$ cat config.mk
export PLATFORM = sky130hd
export DESIGN_NAME = spi_page_program
export DESIGN_NICKNAME = d
export VERILOG_FILES = /design/src/rtl/spi_flash_pkg.sv /design/src/rtl/key_filter.sv /design/src/rtl/spi_page_program.sv
export SDC_FILE = /design/constraint.sdc
export NUM_CORES = 1
export LEC_CHECK = 0
export ABC_AREA = 1
export BUFFER_PORTS_ARGS = -buffer_cell sky130_fd_sc_hd__buf_4
export CAP_MARGIN = 15
export CORE_UTILIZATION = 45
export CTS_CLUSTER_DIAMETER = 120
export DETAILED_ROUTE_END_ITERATION = 8
export GPL_TIMING_DRIVEN = 1
export SYNTH_ARGS = -nofsm -noshare
export SYNTH_HDL_FRONTEND = slang
export SYNTH_SLANG_ARGS = --single-unit
$ cat constraint.sdc
create_clock -name clk -period 2.7 [get_ports clk]
set_clock_uncertainty 0.15 [all_clocks]
set_input_delay 0.135 -clock clk [delete_from_list [all_inputs] [get_ports clk]]
set_output_delay 0.135 -clock clk [all_outputs]
set_load 0.01 [all_outputs]
$ cat src/rtl/spi_flash_pkg.sv
// Shared SPI flash definitions: opcodes, frame timing and FSM encoding.
package spi_flash_pkg;

   localparam logic [7:0] OP_WREN   = 8'h06;
   localparam logic [7:0] OP_PP     = 8'h02;
   localparam int         BYTE_CLKS = 32;

   typedef enum logic [2:0] {
      ST_IDLE,
      ST_WREN,
      ST_GAP,
      ST_PP,
      ST_DONE
   } state_e;

endpackage

$ cat src/rtl/key_filter.sv
// Push-button debouncer: one key_flag pulse once key_in has been low
// for CNT_MAX-1 consecutive clocks.
module key_filter #(
   parameter int CNT_MAX = 1_000_000
) (
   input  logic clk,
   input  logic rst_n,
   input  logic key_in,
   output logic key_flag
);

   localparam int CW = (CNT_MAX > 2) ? $clog2(CNT_MAX) : 1;
   localparam logic [CW-1:0] TOP = CW'(CNT_MAX - 1);
   localparam logic [CW-1:0] PRE = CW'(CNT_MAX - 2);

   logic [CW-1:0] cnt_q, cnt_d;
   logic          flag_q, flag_d;

   // Flag is registered so it coincides with the counter hitting TOP.
   always_comb begin
      cnt_d  = cnt_q;
      flag_d = 1'b0;
      if (key_in) begin
         cnt_d = '0;
      end else begin
         if (cnt_q != TOP) cnt_d = cnt_q + CW'(1);
         flag_d = (cnt_q == PRE);
      end
   end

   always_ff @(posedge clk or negedge rst_n) begin
      if (!rst_n) begin
         cnt_q  <= '0;
         flag_q <= 1'b0;
      end else begin
         cnt_q  <= cnt_d;
         flag_q <= flag_d;
      end
   end

   assign key_flag = flag_q;

endmodule

$ cat src/rtl/spi_page_program.sv
// Key-triggered SPI flash page program: WREN frame, gap, then PP frame
// carrying ADDR and an incrementing byte pattern.
module spi_page_program
   import spi_flash_pkg::*;
#(
   parameter int          CNT_MAX  = 1_000_000,
   parameter logic [23:0] ADDR     = 24'h00_04_25,
   parameter int          DATA_NUM = 10
) (
   input  logic       clk,
   input  logic       rst_n,
   input  logic       key,
   output logic       cs,
   output logic       spi_clk,
   output logic       spi_mosi,
   output logic [3:0] led_out
);

   localparam int CW = 14;
   localparam logic [CW-1:0] WREN_LAST = CW'(3 * BYTE_CLKS - 1);
   localparam logic [CW-1:0] GAP_LAST  = CW'(BYTE_CLKS - 1);
   localparam logic [CW-1:0] PP_LAST   = CW'((DATA_NUM + 6) * BYTE_CLKS - 1);
   localparam logic [8:0]    PP_BYTES  = 9'(DATA_NUM + 4);

   state_e        state_q, state_d;
   logic [CW-1:0] cnt_q, cnt_d;
   logic          cs_q, cs_d;
   logic          sclk_q, sclk_d;
   logic          mosi_q, mosi_d;
   logic          trig;

   logic [8:0]    slot;
   logic [8:0]    byte_idx;
   logic [2:0]    bit_i;
   logic [8:0]    nbytes;
   logic          framing;
   logic          data_slot;
   logic [7:0]    cur_byte;

   key_filter #(.CNT_MAX(CNT_MAX)) u_key_filter (
      .clk      (clk),
      .rst_n    (rst_n),
      .key_in   (key),
      .key_flag (trig)
   );

   always_comb begin
      state_d = state_q;
      cnt_d   = cnt_q + CW'(1);
      unique case (state_q)
         ST_IDLE, ST_DONE: begin
            cnt_d = '0;
            if (trig) state_d = ST_WREN;
         end
         ST_WREN: if (cnt_q == WREN_LAST) begin
            state_d = ST_GAP;
            cnt_d   = '0;
         end
         ST_GAP: if (cnt_q == GAP_LAST) begin
            state_d = ST_PP;
            cnt_d   = '0;
         end
         ST_PP: if (cnt_q == PP_LAST) begin
            state_d = ST_DONE;
            cnt_d   = '0;
         end
         default: begin
            state_d = ST_IDLE;
            cnt_d   = '0;
         end
      endcase
   end

   // Slot 0 and the last slot are idle; slots in between carry bytes.
   assign slot      = cnt_q[CW-1:5];
   assign bit_i     = cnt_q[4:2];
   assign byte_idx  = slot - 9'd1;
   assign framing   = (state_q == ST_WREN) || (state_q == ST_PP);
   assign nbytes    = (state_q == ST_PP) ? PP_BYTES : 9'd1;
   assign data_slot = framing && (slot != 9'd0) && (slot <= nbytes);

   always_comb begin
      cur_byte = OP_WREN;
      if (state_q == ST_PP) begin
         unique case (1'b1)
            byte_idx == 9'd0: cur_byte = OP_PP;
            byte_idx == 9'd1: cur_byte = ADDR[23:16];
            byte_idx == 9'd2: cur_byte = ADDR[15:8];
            byte_idx == 9'd3: cur_byte = ADDR[7:0];
            default:          cur_byte = 8'(byte_idx - 9'd4);
         endcase
      end
   end

   always_comb begin
      cs_d   = !framing;
      sclk_d = data_slot && cnt_q[1];
      mosi_d = data_slot && cur_byte[3'd7 - bit_i];
   end

   always_comb begin
      led_out = 4'b0000;
      unique case (state_q)
         ST_WREN, ST_GAP: led_out = 4'b0001;
         ST_PP:           led_out = 4'b0011;
         ST_DONE:         led_out = 4'b1111;
         default:         led_out = 4'b0000;
      endcase
   end

   always_ff @(posedge clk or negedge rst_n) begin
      if (!rst_n) begin
         state_q <= ST_IDLE;
         cnt_q   <= '0;
         cs_q    <= 1'b1;
         sclk_q  <= 1'b0;
         mosi_q  <= 1'b0;
      end else begin
         state_q <= state_d;
         cnt_q   <= cnt_d;
         cs_q    <= cs_d;
         sclk_q  <= sclk_d;
         mosi_q  <= mosi_d;
      end
   end

   assign cs       = cs_q;
   assign spi_clk  = sclk_q;
   assign spi_mosi = mosi_q;

endmodule

==> impl_metrics.toml, run 1 <==
[route]
drc = 0
drt-initial-drc-count = 141
vias_per_cell = 5.11
routed_wl_mm = 6.03
vias = 2497
wl_per_cell_um = 12.3
ant_nets = 0
drtPass1Iterations = 4

[setup_path]
cp-start-kind = "flop"
worstPathArrival_ps = 2490
path_class = "flop to flop"
path_max_fanout = 6
critPathRequiredTime_ps = 2770
cp-end-kind = "flop"

[power_and_ir_drop]
irDropWorstVdd_mv = 0.278
p_leak_uw = 0.00149
p_per_area_nw_per_um2 = 366
power_uw = 1160

[sta]
hold_viol_final = 0
drv_slew = 0
report.final.setup_viol = 0
fmax_mhz = 414
rsz0062_at_grt = "no"
timing.final.crit_share_pct = 89.4
max_slew_margin_pct = 65.2
fin_crit_ps = 2410
setup_tns_ps = 0
worst_pin_slew_ps = 523
whs_ps = 209

[layout]
n_antenna_cell = 0
final_nets = 430
final_layout_size_suffix_gt1_share_pct = 15.2
nFillCells = 587
syn2layout_area_growth_pct = 10.3
fin_util_pct = 52.4

[place]
finalWeightedCongestion = 0.863
port_buffers = 9
hpwl_mm = 4.70

[yosys]
ys_types = 43
synth_seq_cells = 41
yosysSeqAreaShare_pct = 35.7
synth-compound-area-share_pct = 9.77
synth-xor-area-share_pct = 2.13
synthAdderAreaFrac_pct = 6.08
ys_warn_count = 0
synthSimpleGateAreaFrac_pct = 36.9
netlist_area_um2 = 2880
synth_top_family_by_area = "simple AND/OR/NAND/NOR gates"
syn_area_per_cell_um2 = 7.27
syn_nets = 413
synthCells = 396
synthMuxAreaShare_pct = 0

[floorplan]
die_h_um = 82.0
dieWidth_um = 82.0
dieArea_um2 = 6720
core-area_um2 = 6060
fp-row-count = 28
io-pin-count = 10
start_util_pct = 47.5

[global_route]
grt_max_degree = 42
grt_pass1_vias = 2357
grt_util_met1_pct = 26.1
grt_usage_pct = 20.5
antenna_found_initial = 0
overflow = 0
grt_pass1_wl_mm = 10.6
gr-usage-met3_pct = 2.78
top_usage_layer = "met2"
use_met2_pct = 35.4

[clock_tree]
h-tree-depth = 2
cts_tree = "done"
root_buffer = "clkbuf_8"
numCtsBuffers = 5
clk_path_buf_depth = 2
post-cts-setup-buffers = 0
clock_latency_ps = 290
clkSlewWorstSetupHoldPaths_ps = 80
clock_sinks = 41

[outcome]
status = "complete, no violations"

[run]
max_cap_viol_count = 0

[worst_hold_path]
hp-class = "primary input to async pin"
==> where the power goes <==
| part | total (uW) | switching, uW | internal [uW] |
|---|---|---|---|
| Clock | 509 | 207 | 302 |
| Sequential | 621 | 4.35 | 617 |
| Combinational | 30.8 | 22.1 | 8.70 |
| Total | 1160 | 233 | 927 |
==> layout by cell type (no fill, tap or decap), types with 12 or more instances in the layout <==
| master | count |
|---|---|
| a21oi_1 | 17 |
| nand3_1 | 27 |
| nand2_1 | 82 |
| nor3_1 | 16 |
| ha_1 | 12 |
| nor2_1 | 56 |
| nand4_1 | 15 |
| dfrtp_1 | 39 |
| inv_1 | 45 |
| buf_4 | 16 |
==> path summary, 6_finish.rpt <==
kind	from	endpoint	slack, ps	cells after the start
max in group asynchronous	rst_n	cnt_q[7]	1800	2
max	cnt_q[6]	spi_mosi	290	18
max reg2reg	cnt_q[6]	spi_mosi	290	18
min	rst_n	u_key_filter.cnt_q[3]	210	2
min reg2reg	cnt_q[0]	cnt_q[0]	310	1
min in group clk	cnt_q[0]	cnt_q[0]	310	1
==> flip-flops by register name, summed over array words and instances, names as in the netlist <==
| name | count |
|---|---|
| cnt_q | 14 |
| u_key_filter.cnt_q | 20 |
| cs | 1 |
| spi_mosi | 1 |
| state_q | 3 |
| u_key_filter.key_flag | 1 |
| spi_clk | 1 |
==> metrics by stage <==
step	setup WS, ps	area [um^2]	std cells
finish	286	3180	489
global route	15.4	3180	489
CTS	224	3170	489
detailed placement	244	3030	479
global placement	326	3030	479
floorplan	341	2880	396
==> synthesized netlist by cell type, drive strengths merged <==
library cell | n | area [um^2]
a221oi | 1 | 8.76
nor3b | 2 | 15.0
inv | 55 | 206
buf | 6 | 53.8
nand3 | 28 | 145
nor4b | 1 | 8.76
xor2 | 6 | 52.6
nor3 | 17 | 90.1
xnor2 | 1 | 8.76
o221a | 1 | 11.3
dfrtp | 40 | 1000
ha | 14 | 175
o31ai | 2 | 15.0
a21oi | 17 | 85.1
o221ai | 1 | 8.76
o21bai | 2 | 15.0
clkinv | 1 | 5.00
clkbuf | 2 | 7.51
o211ai | 2 | 15.0
nand3b | 1 | 7.51
and3 | 2 | 12.5
a21boi | 1 | 7.51
nand4 | 15 | 93.8
o21ai | 13 | 80.1
nor4 | 2 | 18.8
a31oi | 2 | 12.5
nand2 | 90 | 358
dfstp | 1 | 26.3
nor2 | 67 | 313
a211oi | 3 | 22.5
==> critical path: stages (launching register included) <==
cell	delay, ps
dfrtp_1	420
buf_4	170
nor2_4	140
nand2_1	110
nand2_1	70
nand2_1	70
inv_1	90
ha_2	210
nand2_1	80
and3_1	190
nor2_4	130
nand2_2	100
nand2_1	80
nand3_1	60
nand2_1	60
nand2_1	50
nand2_1	50
nand2_1	40
nor2_1	80
==> final cells by class <==
| cell class | instances | area [um^2] | share of cell area (%) |
|---|---|---|---|
| clock buffer | 7 | 86.3 | 2.72 |
| clock inverter | 1 | 30.0 | 0.946 |
| inverter | 56 | 211 | 6.66 |
| multi-input combinational | 291 | 1590 | 49.9 |
| sequential | 41 | 1030 | 32.4 |
| tap | 75 | 93.8 | 2.96 |
| timing repair buffer | 18 | 140 | 4.41 |
==> what timing repair did <==
item                                   CTS  global route
gates resized for setup                  0             3
hold buffers                             2             0
endpoints found under the hold margin   50             0
setup endpoints to repair                0             1
==> logic make-up after synthesis <==
kind of cell               after synthesis
AOI/OAI and AO/OA                       45
adders and majority gates               14
buffers and inverters                   64
xor gates and xnor gates                 7
and+or+nand+nor                        225
DFF                                     41
==> routing by layer <==
metal,part of all wire (%),wire (um)
met5,0,0
met3,1.3,80
met1,49,2930
met2,49,2960
met4,0.91,55
(Power assumes the default switching activity.)
==> run 2: changes to the inputs <==
CELL_PAD_IN_SITES_DETAIL_PLACEMENT = 2   (was unset)
CELL_PAD_IN_SITES_GLOBAL_PLACEMENT = 2   (was unset)
CORE_UTILIZATION = 36   (was 45)
PLACE_DENSITY_LB_ADDON = 0.1   (was unset)
==> impl_metrics.toml, run 2 (synthesis results as in run 1) <==
[outcome]
status = "complete, no violations"

[floorplan]
start_util_pct = 37.3
io-pin-count = 10
core-area_um2 = 7730
dieWidth_um = 91.4
dieArea_um2 = 8360
fp-row-count = 32
die_h_um = 91.4

[global_route]
grt_pass1_vias = 3061
grt_usage_pct = 21.5
antenna_found_initial = 0
grt_pass1_wl_mm = 14.3
grt_max_degree = 42
overflow = 0

[setup_path]
r2r-start = "cnt_q[6]"
path_max_fanout = 7
cp-start-kind = "flop"
critPathRequiredTime_ps = 2730
crit_path_start = "cnt_q[6]"
cp-end-kind = "flop"
path_class = "flop to flop"
worstPathArrival_ps = 2500

[route]
drtPass1Iterations = 4
wl_per_cell_um = 16.0
vias_per_cell = 5.23
vias = 2707
drt-initial-drc-count = 61
ant_nets = 0
routed_wl_mm = 8.28
drc = 0

[layout]
layout_commonest_cell = "nand2_1"
largest_reg_flops = 20
syn2layout_area_growth_pct = 12.9
layout.cells.most_common_list = "nand2_1, nor2_1, inv_1"
fin_util_pct = 42.1
final_nets = 432
n_antenna_cell = 0
reg_top3 = "u_key_filter.cnt_q x20, cnt_q x14, state_q x3"
final_layout_size_suffix_gt1_share_pct = 15.6
regMostFlops = "u_key_filter.cnt_q"

[worst_hold_path]
hp-class = "primary input to async pin"

[sta]
drv_slew = 0
max_slew_margin_pct = 63.5
setup_tns_ps = 0
timing.final.crit_share_pct = 91.5
whs_ps = 209
fmax_mhz = 405
hold_viol_final = 0
fin_crit_ps = 2470
worst_pin_slew_ps = 548
report.final.setup_viol = 0

[clock_tree]
clk_path_buf_depth = 2
h-tree-depth = 2
clock_latency_ps = 290
root_buffer = "clkbuf_8"
clkSlewWorstSetupHoldPaths_ps = 80
cts_tree = "done"
clock_sinks = 41
numCtsBuffers = 5

[power_and_ir_drop]
power_uw = 1240
p_leak_uw = 0.00151
p_per_area_nw_per_um2 = 382
irDropWorstVdd_mv = 0.187

[run]
max_cap_viol_count = 0

[place]
port_buffers = 9
hpwl_mm = 6.63
finalWeightedCongestion = 0.770
## run 2: worst paths after layout
check,cells after the start,slack (ps),endpoint
max,17,230,spi_mosi
min,2,210,spi_mosi
max reg2reg,17,230,spi_mosi
min reg2reg,1,310,cnt_q[0]
max in group asynchronous,2,1790,cs
min in group clk,1,310,cnt_q[0]
## run 2: power breakdown
part           leakage [uW]  internal (uW)  switching (uW)
clock             0.0000681            368             220
combinational      0.000873           10.0            23.8
sequential         0.000567            617            4.64
## run 2: cell type report
cell class / count / area [um^2]
inverter: 56 / 211
sequential: 41 / 1030
timing repair buffer: 20 / 155
multi-input combinational: 291 / 1600
clock inverter: 3 / 65.1
tap: 102 / 128
clock buffer: 5 / 68.8
fill: 922 / 4480
## run 2: worst max-delay path: stages (launching register included)
cell and delay [ps]:
dfrtp_1 390, buf_4 180, nor2_4 160, nand2_2 100, nand2_1 70, nand2_1 80, inv_1 120, ha_4 170
nand2_1 80, and3_1 190, nor2_4 130, nand2_2 120, nand2_1 90, nand2_1 50, nand3_1 80, nand2_1 50
nor2_1 100, nor2_1 40
## run 2: routing by layer
layer | vias up | wire length (um) | track usage [%]
li1 | 1325 | - | -
met1 | 1356 | 3630 | 23.8
met2 | 16 | 4420 | 42.0
met3 | 10 | 70 | 2.51
met4 | 0 | 157 | 6.61
met5 | - | 0 | 0
## run 2: repair_timing
| item | CTS | global route |
|---|---|---|
| endpoints found under the hold margin | 49 | 0 |
| buffers inserted | 0 | 0 |
| endpoints found under the setup margin | 0 | 1 |
| hold buffers | 2 | 0 |
| resized for setup | 0 | 3 |
## run 2: stage by stage
step           std cells  area, um^2  setup slack (ps)
4_1_cts              518        3240               143
3_5_place_dp         508        3080               160
2_1_floorplan        396        2880               341
6_report             518        3250               230
3_3_place_gp         508        3080               313
5_1_grt              518        3250            -0.830
==> run 3: changes to the inputs <==
ABC_AREA = 0   (was 1)
CORE_UTILIZATION = 39   (was 36)
==> impl_metrics.toml, run 3 <==
[layout]
fin_util_pct = 47.1
nFillCells = 742
layout_commonest_cell = "nor2_1"
regMostFlops = "u_key_filter.cnt_q"
n_antenna_cell = 0
final_layout_size_suffix_gt1_share_pct = 19.4
layout.cells.most_common_list = "nor2_1, dfrtp_1, buf_4"
syn2layout_area_growth_pct = 16.8
final_nets = 341
reg_top3 = "u_key_filter.cnt_q x20, cnt_q x14, state_q x3"
largest_reg_flops = 20

[sta]
fmax_mhz = 381
max_slew_margin_pct = 63.9
setup_tns_ps = 0
report.final.setup_viol = 0
worst_pin_slew_ps = 541
hold_viol_final = 0
drv_slew = 0
fin_crit_ps = 2620
timing.final.crit_share_pct = 97.2

[clock_tree]
h-tree-depth = 2
cts_tree = "done"
clkSlewWorstSetupHoldPaths_ps = 80
numCtsBuffers = 5
clock_sinks = 41
clock_latency_ps = 300
clk_path_buf_depth = 2
root_buffer = "clkbuf_8"

[yosys]
synth_most_common_cell = "nor2_1"
yosysTopAreaCell = "dfrtp_1"
synth_seq_cells = 41
synth-main-ff-cell = "dfrtp_1"
synth_edf_count = 0
synth_top_area_share_pct = 36.6
synth_common_cells = "nor2_1, dfrtp_1, xor2_1"
syn_area_per_cell_um2 = 9.19
ys_warn_count = 0
yosysSeqAreaShare_pct = 37.5
async_reset_ff_share_pct = 100
netlist_area_um2 = 2740
synth.area.top_cells = "dfrtp_1, xor2_1, ha_1, xnor2_1, nor2_1"
ys_types = 52
synthCells = 298
syn_nets = 315

[setup_path]
worstPathArrival_ps = 2670
crit_path_top_delay_cell = "dfrtp_1"
crit_path_max_incr_delay_ps = 410
r2r-start = "cnt_q[6]"
path_max_fanout = 5
critPathRequiredTime_ps = 2740
crit_buf_inv = 0
crit_chain = "or2_1 -> nor2_2 -> xnor2_2 -> ha_2 -> nor2b_4 -> o41ai_1 -> a31oi_2 -> nand2_2 -> mux2i_1 -> a41o_1 -> o221a_1"
critPathTopFamily = "compound AO/OA/AOI/OAI gates"
cp-end-kind = "flop"
path_class = "flop to flop"
crit_path_start = "cnt_q[6]"
cp-start-kind = "flop"

[outcome]
status = "complete, no violations"

[worst_hold_path]
hold_start = "key"
hp-class = "primary input to flop"

[global_route]
antenna_found_initial = 0
overflow = 0
grt_max_degree = 42
grt_pass1_wl_mm = 12.3
grt_usage_pct = 21.6
grt_pass1_vias = 2421

[route]
topRoutingLayerUsed = "met4"
drtPass1Iterations = 4
wl_met3_um = 97
drt-initial-drc-count = 84
wirelength_met1_mm = 3.29
ant_nets = 0
wl_per_cell_um = 17.5
routed_wl_mm = 7.38
drc = 0
vias = 2272
vias_per_cell = 5.40
dr_wl_met2_mm = 3.87

[power_and_ir_drop]
irDropWorstVdd_mv = 0.161
p_leak_uw = 0.00146
p_per_area_nw_per_um2 = 365

[floorplan]
dieWidth_um = 85.8
die_h_um = 85.8
fp-row-count = 30
start_util_pct = 40.3
core-area_um2 = 6790
io-pin-count = 10
dieArea_um2 = 7360

[run]
max_cap_viol_count = 0

[place]
hpwl_mm = 5.39
port_buffers = 9
finalWeightedCongestion = 0.796
[run 3: cell types whose count changed in the layout (fill, tap and decap cells not counted), sizes merged, moves of 11 or more]
cell   previous run  this run
nand2            90        23
inv              55        10
nor2             67        44
xnor2             1        18
xor2              6        23
buf              18        33
nand3            28        16
nand4            15         3
nor3             17         5
a21oi            17         6
[run 3: routing by layer]
metal  up-vias  global-route usage, %
met4         0                   6.36
met1      1161                   26.2
met2        17                   39.7
met5         -                      0
met3        11                   3.18
li1       1083                      -
[run 3: worst paths after layout]
kind	endpoint	slack, ps	cells after the start
min reg2reg	state_q[2]	350	1
min in group asynchronous	cnt_q[3]	210	2
max	spi_mosi	80	11
max in group asynchronous	state_q[0]	1790	2
min	u_key_filter.cnt_q[0]	10	2
max reg2reg	spi_mosi	80	11
[run 3: repair_timing]
item | 4_1_cts | 5_1_grt
gates resized for setup | 3 | 7
endpoints found under the hold margin | 40 | 0
buffers inserted | 1 | 6
pin swaps | 2 | 6
endpoints found under the setup margin | 1 | 2
hold buffers | 1 | 0
[run 3: layout make-up]
type	count	area (um^2)	area share, %
clock buffers	7	86.3	2.70
clock inverters	1	30.0	0.939
inverters	10	37.5	1.17
multi-input cells	232	1640	51.2
flip-flops and latches	41	1030	32.2
well taps	96	120	3.76
repair buffers	34	258	8.06
[run 3: worst register-to-register path, cell delays in order, from the launching register on]
cell and delay, ps:
dfrtp_1 410, or2_1 270, nor2_2 160, xnor2_2 150
ha_2 210, nor2b_4 140, o41ai_1 90, a31oi_2 220
nand2_2 130, mux2i_1 140, a41o_1 240, o221a_1 220
[run 3: metrics by stage]
stage	total power (uW)	hold slack, ps	instances	cell area (um^2)	setup WS (ps)
floorplan	643	-311	298	2750	30.7
global placement	662	10.1	405	2970	143
detailed placement	663	15.0	405	2970	-2.64
CTS	1190	10.6	415	3120	1.31
global route	1210	13.4	421	3200	-35.4
finish	1170	12.3	421	3200	76.3
[run 3: power by group]
group	switching [uW]	total, uW	internal (uW)	leakage, uW
Combinational	20.2	27.5	7.31	0.000835
Sequential	4.83	622	617	0.000565
Clock	216	518	302	0.0000585
[run 3: logic make-up (layout without fill, tap and decap cells)]
logic type	Yosys count	count (layout)	share of synthesized area (%)
buffers and inverters	25	52	4.71
AOI/OAI and AO/OA	38	38	10.3
adders and majority gates	14	14	6.40
xor gates and xnor gates	41	41	13.1
DFF	41	41	37.5
and+or+nand+nor	138	138	27.6
muxes	1	1	0.366
